**config.mk**
```make
export PLATFORM = sky130hd
export DESIGN_NAME = control_unit
export DESIGN_NICKNAME = d
export VERILOG_FILES = /design/src/rtl/control_unit.sv
export SDC_FILE = /design/constraint.sdc
export NUM_CORES = 1
export LEC_CHECK = 0
export ABC_AREA = 1
export BUFFER_PORTS_ARGS = -buffer_cell sky130_fd_sc_hd__buf_2
export CAP_MARGIN = 40
export CORE_AREA = 2 2 86 129
export DETAILED_ROUTE_END_ITERATION = 7
export DIE_AREA = 0 0 88 131
export PLACE_DENSITY = 0.8
export SETUP_SLACK_MARGIN = 0.2
export SLEW_MARGIN = 5
export SYNTH_ARGS = -nofsm -noshare
export SYNTH_HDL_FRONTEND = slang
export SYNTH_SLANG_ARGS = --single-unit
```
**constraint.sdc**
```tcl
create_clock -name clk -period 3 [get_ports clk]
set_clock_uncertainty 0.1 [all_clocks]
set_input_delay 0.6 -clock clk [delete_from_list [all_inputs] [get_ports clk]]
set_output_delay 0.6 -clock clk [all_outputs]
set_load 0.05 [all_outputs]
```
**src/rtl/control_unit.sv**
```systemverilog
// Multicycle FSM controller for the 6-instruction processor: holds PC/IR, fetches from
// instruction memory and drives register-file, write-mux, ALU and data-memory controls.
module control_unit #(
  parameter int unsigned PC_WIDTH = 16,
  parameter int unsigned REGBITS  = 4,
  parameter int unsigned DADDR    = 8
) (
  input  logic                clk,
  input  logic                reset,
  input  logic [15:0]         i_data,
  output logic [PC_WIDTH-1:0] i_addr,
  output logic                i_rd,
  output logic [DADDR-1:0]    d_addr,
  output logic                d_rd,
  output logic                d_wr,
  output logic [7:0]          rf_w_data,
  output logic [1:0]          rf_s,
  output logic [REGBITS-1:0]  rf_w_addr,
  output logic                rf_w_wr,
  output logic [REGBITS-1:0]  rf_rp_addr,
  output logic                rf_rp_rd,
  output logic [REGBITS-1:0]  rf_rq_addr,
  output logic                rf_rq_rd,
  output logic [1:0]          alu_s,
  input  logic                rf_rp_zero,
  output logic                halted
);

  localparam int unsigned IR_W = 16;

  typedef enum logic [3:0] {
    S_INIT, S_FETCH, S_DECODE, S_LOAD, S_STORE, S_ADD, S_LOADC, S_SUB, S_JMPZ, S_HALT
  } state_t;

  state_t              state_q, state_d;
  logic [PC_WIDTH-1:0] pc_q, pc_d;
  logic [IR_W-1:0]     ir_q, ir_d;
  logic [PC_WIDTH-1:0] offset_sext;

  logic [PC_WIDTH-1:0] i_addr_q, i_addr_d;
  logic                i_rd_q, i_rd_d;
  logic [DADDR-1:0]    d_addr_q, d_addr_d;
  logic                d_rd_q, d_rd_d;
  logic                d_wr_q, d_wr_d;
  logic [7:0]          rf_w_data_q, rf_w_data_d;
  logic [1:0]          rf_s_q, rf_s_d;
  logic [REGBITS-1:0]  rf_w_addr_q, rf_w_addr_d;
  logic                rf_w_wr_q, rf_w_wr_d;
  logic [REGBITS-1:0]  rf_rp_addr_q, rf_rp_addr_d;
  logic                rf_rp_rd_q, rf_rp_rd_d;
  logic [REGBITS-1:0]  rf_rq_addr_q, rf_rq_addr_d;
  logic                rf_rq_rd_q, rf_rq_rd_d;
  logic [1:0]          alu_s_q, alu_s_d;
  logic                halted_q, halted_d;

  assign offset_sext = {{(PC_WIDTH-8){ir_q[7]}}, ir_q[7:0]};

  // State, PC and IR registers
  always_ff @(posedge clk or posedge reset) begin
    if (reset) begin
      state_q <= S_INIT;
      pc_q    <= '0;
      ir_q    <= '0;
    end else begin
      state_q <= state_d;
      pc_q    <= pc_d;
      ir_q    <= ir_d;
    end
  end

  // Next state, then the controls of that state are decoded one cycle ahead so they can be registered
  always_comb begin
    state_d      = state_q;
    pc_d         = pc_q;
    ir_d         = ir_q;
    i_addr_d     = '0;
    i_rd_d       = 1'b0;
    d_addr_d     = '0;
    d_rd_d       = 1'b0;
    d_wr_d       = 1'b0;
    rf_w_data_d  = '0;
    rf_s_d       = 2'b00;
    rf_w_addr_d  = '0;
    rf_w_wr_d    = 1'b0;
    rf_rp_addr_d = '0;
    rf_rp_rd_d   = 1'b0;
    rf_rq_addr_d = '0;
    rf_rq_rd_d   = 1'b0;
    alu_s_d      = 2'b00;
    halted_d     = 1'b0;

    case (state_q)
      S_INIT: begin
        state_d = S_FETCH;
        pc_d    = '0;
      end
      S_FETCH: begin
        ir_d    = i_data;
        pc_d    = pc_q + PC_WIDTH'(1);
        state_d = S_DECODE;
      end
      S_DECODE: begin
        case (ir_q[15:12])
          4'h0:    state_d = S_LOAD;
          4'h1:    state_d = S_STORE;
          4'h2:    state_d = S_ADD;
          4'h3:    state_d = S_LOADC;
          4'h4:    state_d = S_SUB;
          4'h5:    state_d = S_JMPZ;
          default: state_d = S_HALT;
        endcase
      end
      S_LOAD, S_STORE, S_ADD, S_LOADC, S_SUB: state_d = S_FETCH;
      S_JMPZ: begin
        // PC already points past the JMPZ, so -1 makes the offset relative to the jump itself
        if (rf_rp_zero) pc_d = pc_q + offset_sext - PC_WIDTH'(1);
        state_d = S_FETCH;
      end
      S_HALT:  state_d = S_HALT;
      default: state_d = S_INIT;
    endcase

    case (state_d)
      S_FETCH: begin
        i_addr_d = pc_d;
        i_rd_d   = 1'b1;
      end
      S_LOAD: begin
        d_addr_d    = DADDR'(ir_d[7:0]);
        d_rd_d      = 1'b1;
        rf_s_d      = 2'b01;
        rf_w_addr_d = REGBITS'(ir_d[11:8]);
        rf_w_wr_d   = 1'b1;
      end
      S_STORE: begin
        d_addr_d     = DADDR'(ir_d[7:0]);
        d_wr_d       = 1'b1;
        rf_rp_addr_d = REGBITS'(ir_d[11:8]);
        rf_rp_rd_d   = 1'b1;
      end
      S_ADD, S_SUB: begin
        rf_rp_addr_d = REGBITS'(ir_d[7:4]);
        rf_rq_addr_d = REGBITS'(ir_d[3:0]);
        rf_rp_rd_d   = 1'b1;
        rf_rq_rd_d   = 1'b1;
        alu_s_d      = (state_d == S_ADD) ? 2'b01 : 2'b10;
        rf_s_d       = 2'b00;
        rf_w_addr_d  = REGBITS'(ir_d[11:8]);
        rf_w_wr_d    = 1'b1;
      end
      S_LOADC: begin
        rf_w_data_d = ir_d[7:0];
        rf_s_d      = 2'b10;
        rf_w_addr_d = REGBITS'(ir_d[11:8]);
        rf_w_wr_d   = 1'b1;
      end
      S_JMPZ: begin
        rf_rp_addr_d = REGBITS'(ir_d[11:8]);
        rf_rp_rd_d   = 1'b1;
      end
      S_HALT:  halted_d = 1'b1;
      default: ;
    endcase
  end

  // Output registers; async reset forces every enable and select low immediately
  always_ff @(posedge clk or posedge reset) begin
    if (reset) begin
      i_addr_q     <= '0;
      i_rd_q       <= 1'b0;
      d_addr_q     <= '0;
      d_rd_q       <= 1'b0;
      d_wr_q       <= 1'b0;
      rf_w_data_q  <= '0;
      rf_s_q       <= 2'b00;
      rf_w_addr_q  <= '0;
      rf_w_wr_q    <= 1'b0;
      rf_rp_addr_q <= '0;
      rf_rp_rd_q   <= 1'b0;
      rf_rq_addr_q <= '0;
      rf_rq_rd_q   <= 1'b0;
      alu_s_q      <= 2'b00;
      halted_q     <= 1'b0;
    end else begin
      i_addr_q     <= i_addr_d;
      i_rd_q       <= i_rd_d;
      d_addr_q     <= d_addr_d;
      d_rd_q       <= d_rd_d;
      d_wr_q       <= d_wr_d;
      rf_w_data_q  <= rf_w_data_d;
      rf_s_q       <= rf_s_d;
      rf_w_addr_q  <= rf_w_addr_d;
      rf_w_wr_q    <= rf_w_wr_d;
      rf_rp_addr_q <= rf_rp_addr_d;
      rf_rp_rd_q   <= rf_rp_rd_d;
      rf_rq_addr_q <= rf_rq_addr_d;
      rf_rq_rd_q   <= rf_rq_rd_d;
      alu_s_q      <= alu_s_d;
      halted_q     <= halted_d;
    end
  end

  assign i_addr     = i_addr_q;
  assign i_rd       = i_rd_q;
  assign d_addr     = d_addr_q;
  assign d_rd       = d_rd_q;
  assign d_wr       = d_wr_q;
  assign rf_w_data  = rf_w_data_q;
  assign rf_s       = rf_s_q;
  assign rf_w_addr  = rf_w_addr_q;
  assign rf_w_wr    = rf_w_wr_q;
  assign rf_rp_addr = rf_rp_addr_q;
  assign rf_rp_rd   = rf_rp_rd_q;
  assign rf_rq_addr = rf_rq_addr_q;
  assign rf_rq_rd   = rf_rq_rd_q;
  assign alu_s      = alu_s_q;
  assign halted     = halted_q;

endmodule

```
=== After elaboration in Yosys (flattened, before gate mapping) ===
Index checks and enable logic that the tools add are counted.

* Add/subtract/negate cells: 3
* Multipliers: 0
* Div/mod/pow operators: 0
* Order comparisons: 0
* Equal/unequal tests: 22
* Shift operators: 0
* Mux-type cells: 21
* Bitwise gates (word level): 0
* Reduce and logical (&&, ||, !) cells: 8

{| class="wikitable"
|+ Operators with widths
! kind !! count
|-
| one-hot mux 16 bit (3 select lines) || 1
|-
| equality test 4 x 3 -> 1 bit, second input constant || 10
|-
| two-way mux 16 bit || 2
|-
| one-hot mux 4 bit (6 select lines) || 1
|-
| equality test 4 x 2 -> 1 bit, second input constant || 5
|-
| adder 16 x 1 -> 16 bit, second input constant || 1
|-
| adder 16 bit || 1
|-
| equality test 4 bit, second input constant || 4
|-
| two-way mux 8 bit || 2
|-
| one-hot mux 4 bit (4 select lines) || 1
|-
| subtractor 16 x 1 -> 16 bit, second input constant || 1
|-
| equality test 4 x 1 -> 1 bit, second input constant || 3
|-
| two-way mux 12 bit || 1
|-
| logical NOT 4 bit || 2
|-
| two-way mux 4 bit || 2
|-
| one-hot mux 4 bit (2 select lines) || 1
|-
| OR reduction 4 bit || 2
|-
| two-way mux 1 bit || 7
|-
| OR reduction 7 bit || 1
|-
| OR reduction 2 bit || 3
|-
| two-way mux 2 bit || 2
|-
| one-hot mux 2 bit (2 select lines) || 1
|}

* Flip-flop bits (word level): 91
* Latch bits: 0
* Memory bits (writable): 0
* Bits in read-only memories: 0
* Bits of input ports: 19
* Output and inout port bits: 55
* Word-level logic and storage cells: 73
* Memories: 0

=== Longest topological paths before layout ===
Gate-level depths: netlist of run 1.

* Depth in word-level cells: 6
* Depth in mapped cells: 17
* Gate-level depth less buffers: 17

=== Worst setup path before layout of run 1 ===
No wires, ideal clock.

* Kind: register -> register
* Start point: register pc_q[1]
* End point: register i_addr_q[15], in the netlist i_addr[15]
* Library setup time: 0.113 ns
* Data arrival time: 2.043 ns
* Data required time: 2.787 ns
* Setup slack: 0.743 ns
* Cell stages (with the launch flop): 18
* Buffers on the path: 0
* Clock period less this slack: 2.257 ns
* Cell sequence: dfrtp_1 inv_1 ha_1 inv_1 ha_1 fa_1 nand2_1 nand2_1 nand3_1 nand2_1 nand2_1 nand2_1 nand2_1 nand3_1 nand2_1 nand3_1 nand2_1 inv_1

* Longest elaborated chain between the ends: 5
* Elaborated cells between the ends (all ways): 6
* Classes of those cells: add/sub (3); mux (3)

{| class="wikitable"
|+ Ends and longest elaborated chain
! element !! line !! text
|-
| start, declared || 36 || <nowiki>logic [PC_WIDTH-1:0] pc_q, pc_d;</nowiki>
|-
| start signal, assigned || 66 || <nowiki>pc_q <= pc_d;</nowiki>
|-
| adder 16 bit || 116 || <nowiki>if (rf_rp_zero) pc_d = pc_q + offset_sext - PC_WIDTH'(1);</nowiki>
|-
| subtractor 16 x 1 -> 16 bit || 116 ||
|-
| two-way mux 16 bit || 116 ||
|-
| one-hot mux 16 bit (3 select lines) * || 92 || <nowiki>case (state_q)</nowiki>
|-
| named net pc_d[15] || 36 ||
|-
| two-way mux 16 bit * || 123 || <nowiki>case (state_d)</nowiki>
|-
| named net i_addr_d[15] || 40 || <nowiki>logic [PC_WIDTH-1:0] i_addr_q, i_addr_d;</nowiki>
|-
| end signal, assigned || 185 || <nowiki>i_addr_q <= i_addr_d;</nowiki>
|-
| end, declared || 40 ||
|}

Mark *: on every way through the listed nets, which the timed path passes. The rest lies on a longest branch.
A chain may end at the register's enable or synchronous reset.

=== Worst setup path after layout of run 1 ===
* Start point: register ir_q[7]
* End point: register i_addr_q[15], in the netlist i_addr[15]

* Longest elaborated chain between the ends: 5

{| class="wikitable"
|+ Ends and longest elaborated chain
! element !! line !! text
|-
| start, declared || 37 || <nowiki>logic [IR_W-1:0] ir_q, ir_d;</nowiki>
|-
| start signal, assigned || 67 || <nowiki>ir_q <= ir_d;</nowiki>
|-
| adder 16 bit || 116 ||
|-
| subtractor 16 x 1 -> 16 bit || 116 ||
|-
| two-way mux 16 bit || 116 ||
|-
| one-hot mux 16 bit (3 select lines) || 92 ||
|-
| named net pc_d[15] || 36 ||
|-
| two-way mux 16 bit || 123 ||
|-
| named net i_addr_d[15] || 40 ||
|}

The timed path passes the listed nets, and every way through them passes these cells.

==> run summary, run 1 <==
The run finished with clean final reports. The longest clock path from root to sink contains 2 buffers. The type of the worst setup path is flop to flop. The cell that appears most often on the critical path is sky130_fd_sc_hd__nand2_1. In this run the critical register-to-register path is captured at i_addr[15]$_DFF_PP0_.

By count the netlist is led by sky130_fd_sc_hd__nand2_1, sky130_fd_sc_hd__inv_1, sky130_fd_sc_hd__dfrtp_1, sky130_fd_sc_hd__nor2_1, sky130_fd_sc_hd__nand3_1. The overall global routing resource usage is 0.243. The area growth from synthesis to layout is 18.2%. The final RePlAce weighted congestion came out at ~0.94. The relative max-transition margin is 0.519.

The count of nets after finishing is about 790. The maximum achievable frequency is roughly 0.39 GHz. The number of buffer and inverter stages on the critical path is 4. The number of sinks driven by the clock tree is roughly 90. The number of buffers added by the clock tree synthesis step is 9. The area inside the core boundary is between 10000 and 15000 um2. In this run, distinct cell masters in the synthesized netlist total 36. The initial antenna violation count came to 0. The top fanout value on the critical path is 5.

The number of input and output port buffers inserted came out at 73. The root buffer cell chosen for the clock tree is sky130_fd_sc_hd__clkbuf_16. The violation count after the first detailed-route iteration came out at 360.

In this run the remaining antenna-violating nets after routing total 0. On the critical path the largest part of the delay comes from simple AND/OR/NAND/NOR gates. The initial utilization of the core area, before any placement, comes to 0.484. The max-slew violation total from the final report is 0. The kind of start point of the critical path is a flop.

The sum of negative setup slack is 0 ns. The required arrival time at the worst endpoint is 3.13 ns. The max-cap check violation count came out at 0. After synthesis, the mean cell area works out to about 7.7 um2. The later pin in the worst-skew pair is clocked with a latency of around 0.34 ns.

Traced cell by cell, the critical path runs through clkinvlp_4, buf_4, ha_1, inv_1, ha_1, nand2_1, nand2_1, nand2_1, nand2_1, a21oi_2, nand2_1, nand2_1, nand3_1, nand2_1, nand3_1, nand2_1, inv_1. The fill cell total of the finished layout is 926. The via count of the first global-routing pass is ~4500. The sequential fraction of the synthesis area is 0.452. The remaining routing DRC violations came out at 0. Entering global routing, the biggest net connects 44 pins. The delay contributed by the slowest stage of the critical path came out at 0.41 ns. The via count normalized by instance count is a little over 5.

The wire length per cell after detailed routing came out at 15.1 um. The proportion of synthesized flip-flops having asynchronous set or reset is 1.00. The number of antenna diodes came out at 0. Once detailed placement completed, the half-perimeter wirelength came to just over 10 mm.

The final-report setup violation count came out at 0. Yosys attributes the largest share of cell area to sky130_fd_sc_hd__dfrtp_1, sky130_fd_sc_hd__nand2_1, sky130_fd_sc_hd__inv_1, sky130_fd_sc_hd__ha_1, sky130_fd_sc_hd__nand3_1. The data arrival time at the worst-slack endpoint is about 2.7 ns. The site row count is 46.

The number of H-tree levels came out at 3. The post-synthesis net count came out at between 700 and 800. The startpoint identified for the worst register-to-register timing path is ir_q[7]$_DFF_PP0_. The worst setup path is captured at a flop. The count of TritonRoute iterations in the first routing pass is 5. The TritonCTS clock tree is built.

The boundary pin count came out at 74. Hold repair after CTS inserted 0 buffers. The cell count after synthesis came out at 657.

Summing over every cut layer, the via total after detailed routing is about 4600. The most used flip-flop cell after synthesis is sky130_fd_sc_hd__dfrtp_1. The hold violation total from the final report came out at 0.

The min-delay analysis places its worst path in the category input port to async pin. The mapped cell area is 5040 um2. In this run the horizontal extent of the chip is 88 um. The total wire length came out at roughly 13 mm. The slowest stage of the critical path is the sky130_fd_sc_hd__dfrtp_1 cell.

The share of the synthesized area in the top cell type came out at 0.452. The clock period could shrink to 2.58 ns. The height of the chip came out at approximately 130 um.

The depth of the worst register-to-register path came out at 17. The remaining global-route overflow came out at 0. The number of logic stages on the critical path including buffering came out at 17. Setup repair after global routing left no endpoint under its margin. Counting flops with a built-in enable in the synthesized netlist gives 0. The final worst-path cycle share came out at 0.861. For the pin with the worst max-slew slack, the measured transition is 0.720 ns. The share of final-layout standard cells stronger than drive strength 1 came out at 0.179. The first global-routing pass estimated roughly 21 mm of wire. The die covers between 10000 and 15000 um2. The total of warnings raised by yosys came out at 0.

The most frequent cell after synthesis is sky130_fd_sc_hd__nand2_1. In this run, synthesis produced a sequential element count of 91. The slack of the worst reg-to-reg path came out at between 0.4 and 0.5 ns. The biggest area contributor in the post-synthesis netlist is sky130_fd_sc_hd__dfrtp_1.

The clock transition time at the flip-flop clock pins of the worst setup and hold paths is approximately 0.07 ns.
-- cells in the final DEF, fill, tap and decap left out, types with 6 or more instances in the layout --
cell and instances:
sky130_fd_sc_hd__buf_4 6, sky130_fd_sc_hd__inv_2 8, sky130_fd_sc_hd__nand3_1 51, sky130_fd_sc_hd__buf_2 74, sky130_fd_sc_hd__clkbuf_16 9, sky130_fd_sc_hd__a21oi_1 22, sky130_fd_sc_hd__nand2_1 155, sky130_fd_sc_hd__ha_1 30
sky130_fd_sc_hd__a31oi_1 7, sky130_fd_sc_hd__nor2_1 56, sky130_fd_sc_hd__or2_2 6, sky130_fd_sc_hd__o21ai_0 34, sky130_fd_sc_hd__inv_1 133, sky130_fd_sc_hd__dfrtp_1 91
-- repair_timing --
action / in CTS / in global routing
buffers inserted: 0 / 3
setup endpoints to repair: 0 / 1
resized for setup: 0 / 3
-- cells by family (layout without fill, tap and decap cells) --
group,Yosys count,after routing,synth area share
AO/OA/AOI/OAI,83,83,0.0918
XOR/XNOR,2,2,0.00347
flip-flops,91,91,0.452
AND/OR/NAND/NOR,297,297,0.258
buffers and inverters,153,240,0.116
adder cells (fa/ha/maj),31,31,0.0784
-- worst max path at each step --
stage	from	endpoint
after floorplan	pc_q[1]$_DFF_PP0_	i_addr[15]$_DFF_PP0_
after global placement	pc_q[1]$_DFF_PP0_	i_addr[15]$_DFF_PP0_
after detailed placement	pc_q[1]$_DFF_PP0_	i_addr[15]$_DFF_PP0_
after CTS	pc_q[1]$_DFF_PP0_	i_addr[15]$_DFF_PP0_
after global routing	ir_q[7]$_DFF_PP0_	i_addr[15]$_DFF_PP0_
final	ir_q[7]$_DFF_PP0_	i_addr[15]$_DFF_PP0_
-- flip-flops by register name (all words and copies together) (netlist names), 2 cells and up --
register,count
alu_s,2
d_addr,8
i_addr,16
ir_q,16
pc_q,16
rf_rp_addr,4
rf_rq_addr,4
rf_s,2
rf_w_addr,4
rf_w_data,8
state_q,4
-- layout make-up --
type,instances,area [um2],share of cell area
multi-input combinational,413,2190,0.368
clock inverter,7,108,0.0180
inverter,143,544,0.0913
sequential,91,2280,0.382
tap,144,180,0.0302
timing repair buffer,81,435,0.0730
clock buffer,9,225,0.0378
-- worst register-to-register path, cell delays in order, from the launching register on --
cell	delay [ns]
sky130_fd_sc_hd__dfrtp_1	0.41
sky130_fd_sc_hd__clkinvlp_4	0.11
sky130_fd_sc_hd__buf_4	0.17
sky130_fd_sc_hd__ha_1	0.28
sky130_fd_sc_hd__inv_1	0.04
sky130_fd_sc_hd__ha_1	0.35
sky130_fd_sc_hd__nand2_1	0.08
sky130_fd_sc_hd__nand2_1	0.11
sky130_fd_sc_hd__nand2_1	0.10
sky130_fd_sc_hd__nand2_1	0.08
sky130_fd_sc_hd__a21oi_2	0.17
sky130_fd_sc_hd__nand2_1	0.08
sky130_fd_sc_hd__nand2_1	0.06
sky130_fd_sc_hd__nand3_1	0.06
sky130_fd_sc_hd__nand2_1	0.08
sky130_fd_sc_hd__nand3_1	0.09
sky130_fd_sc_hd__nand2_1	0.07
sky130_fd_sc_hd__inv_1	0.04
-- per-stage QoR --
step,cell area [um2],utilization,setup WS (ns),hold WS [ns],instances
5_1_grt,5960,0.572,0.208,0.315,888
3_5_place_dp,5600,0.537,0.456,0.426,869
2_1_floorplan,5050,-,0.743,0.400,657
4_1_cts,5930,0.569,0.424,0.273,885
3_3_place_gp,5600,0.537,0.496,0.428,869
6_report,5960,0.572,0.418,0.268,888
-- per-layer routing --
layer	global-route usage	up-vias	part of all wire
met2	0.435	175	0.52
li1	-	2203	-
met4	0.153	0	0.054
met3	0.0496	52	0.056
met5	0	-	0
met1	0.254	2165	0.37
Power of run 1 is left out: the tool's default activity adds up to more than one toggle a clock period on the data nets, which glitch-free logic cannot reach.
==> run 2: changes to the inputs <==
PLACE_DENSITY = not set   (was 0.8)
PLACE_DENSITY_LB_ADDON = 0.25   (was not set)
TNS_END_PERCENT = 5   (was not set)
==> run summary, run 2 (synthesized netlist as in run 1, its figures left out) <==
The flow ran to the end, and the final reports show no timing, DRC or antenna violations. The number of antenna diodes was 0 (unchanged). The relative max-transition margin is 0.648 (+0.129).

The most common cell after layout, fill and taps aside is sky130_fd_sc_hd__nand2_1. The critical path ends at i_addr[3]$_DFF_PP0_. The final worst-path cycle share came out at 0.855 (-0.00533).

The wire length of the first global-routing pass was 21.3 mm (+0.29%). The half-perimeter wire length of the detailed placement result is 10.0 mm (-1.4%). The max-slew violation total from the final report came to 0 (unchanged). The die extent in x is 88 um (unchanged). The site row count is 46 (unchanged). The hold violation total from the final report is 0 (unchanged). The via count normalized by instance count came out at 5.06 (-2.2%).

The area inside the core boundary came out at 10400 um2 (unchanged). The delay contributed by the slowest stage of the critical path is 0.40 ns (about the same). The remaining global-route overflow came out at 0 (unchanged). The wire length per cell after detailed routing is 14.6 um (-3.7%). The total wire length was 12.9 mm (-3.7%). The clock tree root buffer cell is sky130_fd_sc_hd__clkbuf_16. The share of final-layout standard cells stronger than drive strength 1 is 0.177 (-0.00134).

The data arrival time at the worst-slack endpoint came out at 2.73 ns (+0.02 ns). The required arrival time at the worst endpoint is 3.16 ns (+0.03 ns). The cell with the biggest individual delay on the critical path is sky130_fd_sc_hd__dfrtp_1. The boundary pin count came out at 74 (unchanged). The min-delay analysis places its worst path in the category input port to async pin. The violation count after the first detailed-route iteration is 242 (-33%). The critical path goes through inv_1, ha_1, inv_1, ha_1, fa_2, nand2_1, inv_1, o21ai_0, o21ai_0, o221ai_1, o21ai_0, nor2_1. The area growth from synthesis to layout is 18.7%. The top fanout value on the critical path came out at 4 (-1). The final-report setup violation count is 0 (unchanged). The buffer levels on the longest clock path came out at 2 (unchanged).

The number of buffers added by the clock tree synthesis step came out at 9 (unchanged). The total number of vias was 4492 (-2.2%). In this run the critical register-to-register path is launched from pc_q[1]$_DFF_PP0_. The overall global routing resource usage came to 0.241 (-0.00162). The remaining routing DRC violations came to 0 (unchanged).

The number of sinks driven by the clock tree is 91 (unchanged). The initial antenna violation count came out at 0 (unchanged). The remaining antenna violation count after routing is 0 (unchanged). The clock transition time at the flip-flop clock pins of the worst setup and hold paths came to 0.07 ns (about the same). The number of H-tree levels came out at 3 (unchanged). The depth of the worst register-to-register path is 12 (-5). The sum of negative setup slack is 0 ns (unchanged). The maximum achievable frequency is 0.390 GHz (+0.62%). The slew at the pin with the worst max-slew slack came out at 0.527 ns (-0.193 ns). The count of TritonRoute iterations in the first routing pass is 7 (+2). The most critical setup path has its startpoint at pc_q[1]$_DFF_PP0_. The count of nets after finishing is 789 (unchanged).

The clock latency on the worst-skew pair was 0.34 ns (about the same). STA classifies the critical path startpoint as a flop. The starting density of the core is 0.484 (unchanged). The top cell types in the final layout, fill and taps aside, are sky130_fd_sc_hd__nand2_1, sky130_fd_sc_hd__inv_1, sky130_fd_sc_hd__dfrtp_1, sky130_fd_sc_hd__buf_2, sky130_fd_sc_hd__nor2_1.

The final critical path time including I/O delays and setup is 2.57 ns (-0.0160 ns). The via count of the first global-routing pass came out at 4527 (+0.76%). The final RePlAce weighted congestion is 0.933 (-0.51%). The max-cap check violation count came out at 0 (unchanged). The slack of the worst reg-to-reg path is 0.43 ns (+0.02 ns). The die area came out at 11500 um2 (unchanged). The number of hold buffers added after CTS is 0 (unchanged). The height of the chip is 131 um (unchanged). TritonCTS built the clock tree. The pin count of the biggest net entering global routing came out at 58 (+32%). By startpoint and endpoint, the worst setup path is classified as flop to flop.

Setup repair after global routing left no endpoint under its margin. The number of input and output port buffers inserted is 73 (unchanged). The endpoint identified for the worst register-to-register timing path is i_addr[3]$_DFF_PP0_.

The type of destination of the critical path is a flop.
## run 2: worst min path at each step
stage,to,start
final,i_addr[10]$_DFF_PP0_,reset
after global routing,d_addr[2]$_DFF_PP0_,reset
after CTS,i_addr[10]$_DFF_PP0_,reset
after detailed placement,pc_q[13]$_DFF_PP0_,pc_q[13]$_DFF_PP0_
after global placement,pc_q[0]$_DFF_PP0_,pc_q[0]$_DFF_PP0_
after floorplan,pc_q[13]$_DFF_PP0_,pc_q[13]$_DFF_PP0_
## run 2: worst max-delay path: cells and delay by family (launching register included)
kind	cells	cell delay, ns
buffers and inverters	3	0.15
AND/OR/NAND/NOR	2	0.22
AO/OA/AOI/OAI	4	0.75
flip-flops	1	0.40
adder cells (fa/ha/maj)	3	0.88
## run 2: cell type report
class	count	area [um2]
repair buffers	81	448
multi-input cells	413	2190
clock buffers	9	225
inverters	143	544
well taps	144	180
clock inverters	7	121
flip-flops and latches	91	2280
fillers	970	4430
## run 2: routing by layer
metal / global-route usage / up-vias / wire [um]
met5: 0 / - / 0
li1: - / 2204 / -
met1: 0.265 / 2106 / 4970
met2: 0.418 / 138 / 6640
met4: 0.147 / 0 / 691
met3: 0.0534 / 44 / 633
## run 2: repair_timing
action,CTS,global route
resized for setup,0,2
setup buffers,0,3
endpoints found under the setup margin,0,2
## run 2: through the flow
| step | setup slack (ns) | instance area (um2) | hold WS, ns | cells | utilization |
|---|---|---|---|---|---|
| detailed placement | 0.392 | 5600 | 0.448 | 869 | 0.537 |
| global placement | 0.457 | 5600 | 0.444 | 869 | 0.537 |
| global route | 0.217 | 5980 | 0.153 | 888 | 0.574 |
| finish | 0.434 | 5980 | 0.139 | 888 | 0.574 |
| floorplan | 0.743 | 5050 | 0.400 | 657 | - |
| CTS | 0.355 | 5950 | 0.133 | 885 | 0.571 |
Power of run 2 is left out for the same reason.
==> run 3: changes to the inputs <==
BUFFER_PORTS_ARGS = not set   (was -buffer_cell sky130_fd_sc_hd__buf_2)
CORE_AREA = 2 2 80 120   (was 2 2 86 129)
DIE_AREA = 0 0 82 122   (was 0 0 88 131)
DONT_BUFFER_PORTS = 1   (was not set)
==> run summary, run 3 (synthesized netlist as in run 1, its figures left out) <==
The total wire length came out at 12.3 mm (-5.1%). The number of hold buffers added after CTS was 0 (unchanged). The buffer count from post-CTS setup fixing came out at 0 (unchanged). The remaining global-route overflow came to 0 (unchanged). The remaining antenna violation count after routing was 0 (unchanged).

Setup repair after global routing left no endpoint under its margin. The final worst-path cycle share came out at 0.873 (+0.0180). STA classifies the critical path startpoint as a flop. The count of TritonRoute iterations in the first routing pass is 5 (-2). The site row count came out at 43 (-6.5%). TritonCTS built the clock tree. The sum of negative setup slack is 0 ns (unchanged). The flow ran to the end, and the final reports show no timing, DRC or antenna violations. The number of buffers added by the clock tree synthesis step was 9 (unchanged). The max-cap check violation count is 0 (unchanged). In the layout the commonest cells are sky130_fd_sc_hd__nand2_1, sky130_fd_sc_hd__inv_1, sky130_fd_sc_hd__dfrtp_1, sky130_fd_sc_hd__nor2_1, sky130_fd_sc_hd__nand3_1. The wire length of the first global-routing pass was 19.8 mm (-6.9%). The die area is 10000 um2 (-13%). Traced cell by cell, the critical path runs through inv_1, ha_1, inv_1, ha_1, fa_1, nand3_1, nand3_1, nand3_1, nand3_1, nand2_1, nand3_1, nand2_1, nand3_1, and2_1. The buffer levels on the longest clock path is 2 (unchanged). The starting density of the core came out at 0.558 (+0.0739). The number of sinks driven by the clock tree is 91 (unchanged).

Leaving out fill and tap cells, the most frequent cell in the layout is sky130_fd_sc_hd__nand2_1. The wire length per cell after detailed routing is 15.7 um (+8.2%). The hold violation total from the final report came out at 0 (unchanged). The remaining routing DRC violations is 0 (unchanged). The die extent in x was 82 um (-6.8%). The pin count of the biggest net entering global routing is 92 (+59%). The number of H-tree levels was 3 (unchanged). The overall global routing resource usage came out at 0.265 (+0.0238). The class of the worst hold path is input port to async pin.

The violation count after the first detailed-route iteration is 301 (+24%). The number of buffer and inverter stages on the critical path came out at 2 (-1). The clock transition time at the flip-flop clock pins of the worst setup and hold paths was 0.07 ns (about the same). The data arrival time at the worst-slack endpoint came to 2.75 ns (+0.02 ns).

The maximum achievable frequency was 0.382 GHz (-2.1%). STA classifies the critical path endpoint as a flop. The area inside the core boundary came to 9040 um2 (-13%). The initial antenna violation count came out at 0 (unchanged). The share of final-layout standard cells stronger than drive strength 1 came out at 0.0795 (-0.0980). The total number of vias is 4180 (-6.9%). The count of nets after finishing came out at 712 (-9.8%). The boundary pin count was 74 (unchanged). The via count of the first global-routing pass was 4015 (-11%).

The post-cts repair resize count was 0 (unchanged). The height of the chip is 122 um (-6.9%). The final critical path time including I/O delays and setup came out at 2.62 ns (+0.0539 ns). The final RePlAce weighted congestion is 0.967 (+3.6%). In this run the clock root is driven by a sky130_fd_sc_hd__clkbuf_16.

The relative max-transition margin is 0.573 (-0.0748). The max-slew violation total from the final report is 0 (unchanged). The number of input and output port buffers inserted is 0 (-100%). The largest individual stage delay along the critical path comes from the cell sky130_fd_sc_hd__fa_1. The delay contributed by the slowest stage of the critical path came out at 0.43 ns (+0.03 ns). The slew at the pin with the worst max-slew slack came out at 0.634 ns (+0.107 ns). The top fanout value on the critical path was 4 (unchanged). The type of the worst setup path is flop to flop.

The clock latency on the worst-skew pair is 0.35 ns (about the same). The most numerous cell type found on the critical path is sky130_fd_sc_hd__nand3_1. The via count normalized by instance count came out at 5.37 (+6.1%). The required arrival time at the worst endpoint is 3.14 ns (-0.02 ns). The final-report setup violation count came to 0 (unchanged). The half-perimeter wire length of the detailed placement result came out at 9.28 mm (-7.4%).

In this design, the largest share of critical-path delay is due to adder cells. The number of antenna diodes was 0 (unchanged). The area growth from synthesis to layout is 8.68%.
[run 3: path summary, 6_finish.rpt]
path | slack, ns | to | cells after the start | from
min in group clk | 0.28 | ir_q[12]$_DFFE_PP0P_ | 2 | i_data[12]
worst min-delay path | 0.14 | rf_rq_addr[1]$_DFF_PP0_ | 2 | reset
worst max register to register | 0.38 | i_addr[13]$_DFF_PP0_ | 14 | pc_q[1]$_DFF_PP0_
max in group asynchronous | 2.28 | i_addr[7]$_DFF_PP0_ | 2 | reset
worst min register to register | 0.47 | pc_q[13]$_DFF_PP0_ | 2 | pc_q[13]$_DFF_PP0_
worst max-delay path | 0.38 | i_addr[13]$_DFF_PP0_ | 14 | pc_q[1]$_DFF_PP0_
[run 3: layout make-up]
class | count | area [um2]
clock buffer | 9 | 225
multi-input combinational | 413 | 2190
sequential | 91 | 2280
clock inverter | 7 | 70.1
tap | 112 | 140
inverter | 143 | 541
fill | 810 | 3560
timing repair buffer | 4 | 42.5
[run 3: per-layer routing]
| metal | GRT usage | wire, um | part of all wire |
|---|---|---|---|
| met5 | 0 | 0 | 0 |
| met4 | 0.0917 | 274 | 0.022 |
| met3 | 0.0585 | 710 | 0.058 |
| met2 | 0.474 | 6550 | 0.53 |
| met1 | 0.305 | 4740 | 0.39 |
[run 3: through the flow]
step	setup WS (ns)	area (um2)	instances	hold slack (ns)	util
after global placement	0.468	5190	763	0.437	0.574
after floorplan	0.743	5050	657	0.400	-
after CTS	0.403	5480	779	0.181	0.606
final	0.380	5480	779	0.138	0.606
after detailed placement	0.417	5190	763	0.441	0.574
after global routing	0.250	5480	779	0.202	0.606
Power of run 3 is left out for the same reason.
